--- src/rtl/serial_adder_if.sv ---
// Handshake/result bundle for serial_adder: request side (start, operands) and
// registered result side (busy, done, sum, carries, flags).
interface serial_adder_if #(
  parameter int WIDTH = 8
);
  logic             start;
  logic [WIDTH-1:0] a;
  logic [WIDTH-1:0] b;
  logic             cin;
  logic             busy;
  logic             done;
  logic [WIDTH:0]   s;
  logic [WIDTH-1:0] cout;
  logic             zero;
  logic             ovf;

  modport master (
    output start, a, b, cin,
    input  busy, done, s, cout, zero, ovf
  );

  modport slave (
    input  start, a, b, cin,
    output busy, done, s, cout, zero, ovf
  );
endinterface

--- src/rtl/serial_adder.sv ---
// Bit-serial ripple adder: one full-adder cell and a carry flop, one bit per clock.
// Optional zero/ovf flag logic is built only when SERIAL_ADDER_FLAGS_EN is defined.
module serial_adder #(
  parameter int WIDTH = 8
) (
  input logic          clk,
  input logic          rst,
  serial_adder_if.slave bus
);
  localparam int IW = (WIDTH > 1) ? $clog2(WIDTH) : 1;

  typedef enum logic [1:0] {IDLE, RUN, DONE} state_t;

  state_t           r_state, w_state_n;
  logic [WIDTH-1:0] r_a, r_b, r_cout;
  logic [WIDTH:0]   r_s;
  logic             r_c;
  logic [IW-1:0]    r_idx;
  logic             r_busy, r_done;

  logic             w_accept, w_last;
  logic             w_ai, w_bi, w_sum, w_cy;
  logic [WIDTH-1:0] w_s_low, w_cout_n;

  always_ff @(posedge clk or posedge rst) begin
    if (rst) r_state <= IDLE;
    else     r_state <= w_state_n;
  end

  // DONE also samples start so a request held high is taken at E_WIDTH+1,
  // giving one operation per WIDTH+1 cycles.
  always_comb begin
    w_state_n = r_state;
    w_accept  = 1'b0;
    case (r_state)
      IDLE: if (bus.start) begin
        w_accept  = 1'b1;
        w_state_n = RUN;
      end
      RUN:  if (w_last) w_state_n = DONE;
      DONE: begin
        if (bus.start) begin
          w_accept  = 1'b1;
          w_state_n = RUN;
        end else begin
          w_state_n = IDLE;
        end
      end
      default: w_state_n = IDLE;
    endcase
  end

  always_comb begin
    w_last   = (r_idx == IW'(WIDTH - 1));
    w_ai     = r_a[r_idx];
    w_bi     = r_b[r_idx];
    w_sum    = w_ai ^ w_bi ^ r_c;
    w_cy     = (w_ai & w_bi) | (r_c & (w_ai ^ w_bi));
    w_s_low  = r_s[WIDTH-1:0];
    w_cout_n = r_cout;
    w_s_low[r_idx]  = w_sum;
    w_cout_n[r_idx] = w_cy;
  end

`ifdef SERIAL_ADDER_FLAGS_EN
  logic r_zero, r_ovf;
`endif

  always_ff @(posedge clk or posedge rst) begin
    if (rst) begin
      r_a    <= '0;
      r_b    <= '0;
      r_c    <= 1'b0;
      r_idx  <= '0;
      r_s    <= '0;
      r_cout <= '0;
      r_busy <= 1'b0;
      r_done <= 1'b0;
`ifdef SERIAL_ADDER_FLAGS_EN
      r_zero <= 1'b0;
      r_ovf  <= 1'b0;
`endif
    end else begin
      r_busy <= (w_state_n != IDLE);
      r_done <= (w_state_n == DONE);
      if (w_accept) begin
        r_a    <= bus.a;
        r_b    <= bus.b;
        r_c    <= bus.cin;
        r_idx  <= '0;
        r_s    <= '0;
        r_cout <= '0;
`ifdef SERIAL_ADDER_FLAGS_EN
        r_zero <= 1'b0;
        r_ovf  <= 1'b0;
`endif
      end else if (r_state == RUN) begin
        r_s[WIDTH-1:0] <= w_s_low;
        r_cout         <= w_cout_n;
        r_c            <= w_cy;
        r_idx          <= r_idx + 1'b1;
        if (w_last) begin
          r_s[WIDTH] <= w_cy;
`ifdef SERIAL_ADDER_FLAGS_EN
          r_zero <= (w_s_low == '0);
          r_ovf  <= w_cout_n[WIDTH-1] ^ w_cout_n[WIDTH-2];
`endif
        end
      end
    end
  end

  assign bus.busy = r_busy;
  assign bus.done = r_done;
  assign bus.s    = r_s;
  assign bus.cout = r_cout;
`ifdef SERIAL_ADDER_FLAGS_EN
  assign bus.zero = r_zero;
  assign bus.ovf  = r_ovf;
`else
  assign bus.zero = 1'b0;
  assign bus.ovf  = 1'b0;
`endif
endmodule

--- src/flat_wrapper.sv ---
// flat-port wrapper written by rule: the top's interface ports become plain ports
module serial_adder_flat 
#(
  parameter int WIDTH = 8
)
  (clk, rst, bus_start, bus_a, bus_b, bus_cin, bus_busy, bus_done, bus_s, bus_cout, bus_zero, bus_ovf);
  serial_adder_if #(.WIDTH(WIDTH)) bus_i ();
  input logic clk;
  input logic rst;
  input wire logic [$bits(bus_i.start)-1:0] bus_start;
  input wire logic [$bits(bus_i.a)-1:0] bus_a;
  input wire logic [$bits(bus_i.b)-1:0] bus_b;
  input wire logic [$bits(bus_i.cin)-1:0] bus_cin;
  output wire logic [$bits(bus_i.busy)-1:0] bus_busy;
  output wire logic [$bits(bus_i.done)-1:0] bus_done;
  output wire logic [$bits(bus_i.s)-1:0] bus_s;
  output wire logic [$bits(bus_i.cout)-1:0] bus_cout;
  output wire logic [$bits(bus_i.zero)-1:0] bus_zero;
  output wire logic [$bits(bus_i.ovf)-1:0] bus_ovf;
  assign bus_i.start = bus_start;
  assign bus_i.a = bus_a;
  assign bus_i.b = bus_b;
  assign bus_i.cin = bus_cin;
  assign bus_busy = bus_i.busy;
  assign bus_done = bus_i.done;
  assign bus_s = bus_i.s;
  assign bus_cout = bus_i.cout;
  assign bus_zero = bus_i.zero;
  assign bus_ovf = bus_i.ovf;
  serial_adder #(.WIDTH(WIDTH)) u_core (.clk(clk), .rst(rst), .bus(bus_i));
endmodule
--- config.mk ---
export PLATFORM = sky130hd
export DESIGN_NAME = serial_adder_flat
export DESIGN_NICKNAME = d
export VERILOG_FILES = /design/src/rtl/serial_adder_if.sv /design/src/rtl/serial_adder.sv /design/src/flat_wrapper.sv
export SDC_FILE = /design/constraint.sdc
export NUM_CORES = 1
export LEC_CHECK = 0
export ABC_AREA = 1
export ABC_CLOCK_PERIOD_IN_PS = 4000
export CAP_MARGIN = 20
export CORE_ASPECT_RATIO = 1.1
export CORE_UTILIZATION = 54
export DETAILED_ROUTE_END_ITERATION = 8
export GPL_TIMING_DRIVEN = 0
export HOLD_SLACK_MARGIN = 0.15
export PLACE_DENSITY_LB_ADDON = 0.15
export SYNTH_ARGS = -nofsm -noshare
export SYNTH_HDL_FRONTEND = slang
export SYNTH_SLANG_ARGS = --single-unit
--- constraint.sdc ---
create_clock -name clk -period 4 [get_ports clk]
set_input_delay 0.6 -clock clk [delete_from_list [all_inputs] [get_ports clk]]
set_output_delay 0.6 -clock clk [all_outputs]
set_load 0.01 [all_outputs]
==> run metrics <==
Total GRT Usage 0.234; Worst setup EP type flop; row cnt 22; drt wl/cell 10.9 um; largest family of logic cells by synthesized area simple AND/OR/NAND/NOR gates; Num CTS Buffers 5; H-tree depth 2; routability cong. roughly 0.88; nets 310; Max-Cap Viols 0; R2R depth 13; DP HPWL about 2600 um; Pint between 1 and 1.5 mW; Critical Path Most Common Cell nand2_1; Synth area leader dfrtp_1; clock tree from TritonCTS built; crit-path cells inv_2 -> buf_6 -> nand2_1 -> nand2_1 -> nand2_1 -> nand2_1 -> nand2_1 -> nand2_1 -> fa_1 -> nand2_1 -> inv_2 -> nand2_1 -> nand2_1; final antenna-violating net count 0; vias in the first global route 1578; global-route wire length before repair 6850 um; XOR/XNOR Fraction of Synth Area 0; Root Buffer Master clkbuf_4; I/O pins 41; CP Capture Point u_core.bus.s[2]; commonest non-fill, non-tap cells in the layout 129 x nand2_1, 41 x dfrtp_1, 38 x clkdlybuf4s50_1, 16 x nand3_1, 10 x o21ai_1; Arr. time, crit path 2350 ps; initial antenna violation count 0; Crit Path Category reg2reg; reg-to-reg slack, setup about 2000 ps; final worst slack 1940 ps; die area 3890 um2; Hold Crit Depth 2; pre-CTS setup slack 2000 ps; Compound-Gate Fraction of Synth Area 0.0280; CP max FO 10; Crit path buffers/inverters 3; port bufs 38; mux cell area share after synthesis 0; Synth Warn # 0; synthesis-stage register bit count 41; GRT overflow 0; power per cell area 758 nW/um2; Critical Path Source Type flop; Synth Area in Adders 0.0229; CTS resizes 0; DRC 0; P&R area growth vs syn 26.9%; number of hold buffers added after CTS 0; n_diodes 0; slew margin rel. 0.470; CP startpoint u_core.r_idx[0]; Fin Setup TNS 0 ps; Via Count 1598; share of post-route cells with drive strength above 1 0.128; pin count of the biggest net entering global routing 42; initial core utilization 0.576; slowest CP cell dfrtp_1; WP data required 4290 ps; Vias per Instance 4.76; Post-CTS Setup Bufs 0; core area approximately 3400 um2; Flop pwr share 0.359; Gate power share 0.494; Crit path max-delay family simple AND/OR/NAND/NOR gates; Cells after Synth between 200 and 250; CTS Buffer Depth 2; drt total wl ~3700 um; Net Switching 786 uW; DR iter-0 viols 80; worst vdd ir 392 uV; HP Class reg2reg; Reg-to-Reg Start u_core.r_idx[0]; DRT Pass-1 Iters 4; clk slew on worst S/H paths 120 ps; Post-Syn Area roughly 2000 um2; Slew Viols, Final 0; Finish-stage setup viols 0; Synth Area in Simple Gates 0.358; fin crit share 0.514; sw frac 0.415; post-route insts no fill approximately 340; Area contributors post-synth dfrtp_1 52%, nand2_1 25%, nand3_1 4.1%; Syn Area/Cell approximately 8.2 um2; Die Height 65.3 um; commonest non-fill, non-tap cell in the layout nand2_1; leakage power about 1.3 nW; instance count on the critical path 13; clk_skew 8.65 ps; crit-path max cell delay around 520 ps; Cell variety after synth 22; final hold viol count 0; clock power share 0.147; Clk Latency, worst-skew pair 350 ps; Chip Width 59.5 um; Max Clk Rate 0.486 GHz; Worst R2R End u_core.bus.s[2]; RSZ-0062 raised after global routing false; crit path time final 2060 ps; status completed; dpl cells 328; worst slew pin tran 794 ps; proportion of netlist area held by the largest area contributor 0.522; CTS Sinks 41; register area share after synthesis 0.522
==> power groups by stage <==
stage | clock [mW] | combinational, mW | sequential, mW
after floorplan | 0 | 0.616 | 0.700
after global placement | 0 | 0.911 | 0.684
after detailed placement | 0 | 0.929 | 0.688
after CTS | 0.283 | 0.934 | 0.679
after global routing | 0.301 | 1.07 | 0.700
final | 0.277 | 0.935 | 0.680
==> cell families after synthesis <==
kind of cell,after synthesis
AO/OA/AOI/OAI,11
adder cells (fa/ha/maj),3
buffers and inverters,23
flip-flops,41
other,1
AND/OR/NAND/NOR,162
==> metrics by stage <==
step	power (mW)	util	hold slack (ps)	instance area [um2]
2_1_floorplan	1.32	-	449	1970
3_3_place_gp	1.59	0.706	457	2410
3_5_place_dp	1.62	0.706	458	2410
4_1_cts	1.90	0.731	487	2490
5_1_grt	2.07	0.731	504	2490
6_report	1.89	0.731	484	2490
==> area by class of cell <==
cell class	instances	area, um2
Sequential cell	41	1030
Multi-Input combinational cell	178	811
Fill cell	288	918
Clock buffer	7	55.1
Clock inverter	1	30.0
Timing Repair Buffer	38	380
Buffer	10	78.8
Tap cell	48	60.1
Inverter	13	53.8
==> worst min path at each step <==
stage,end,from
6_report,u_core.bus.s[7],u_core.bus.s[7]
5_1_grt,u_core.bus.cout[7],u_core.bus.cout[7]
4_1_cts,u_core.bus.cout[7],u_core.bus.cout[7]
2_1_floorplan,u_core.r_a[3],u_core.r_a[3]
3_3_place_gp,u_core.bus.s[3],u_core.bus.s[3]
3_5_place_dp,u_core.bus.cout[7],u_core.bus.cout[7]
==> Yosys cell counts (all sizes together) <==
library cell and instances:
nand2 133, dfrtp 41, nand3 20, inv 12
o21ai 11, buf 10, nor2 9, ha 2
clkinv 1, conb 1, fa 1
==> worst min-delay path, stage by stage (launching register included) <==
cell and delay [ps]:
dfrtp_1 360, nand2_1 50, nand2_1 40
==> routing by layer <==
metal	global-route usage	up-vias	routed length, um
li1	-	830	-
met4	0.105	0	99
met3	0.0531	10	197
met5	0	-	0
met2	0.388	54	1750
met1	0.289	704	1610
==> registers in the layout, summed over array words and instances (netlist names) <==
signal	count
u_core.bus.busy	1
u_core.bus.cout	8
u_core.bus.done	1
u_core.bus.s	9
u_core.r_a	8
u_core.r_b	8
u_core.r_c	1
u_core.r_idx	3
u_core.r_state	2
Note: power is estimated with default switching activity, not from simulation.
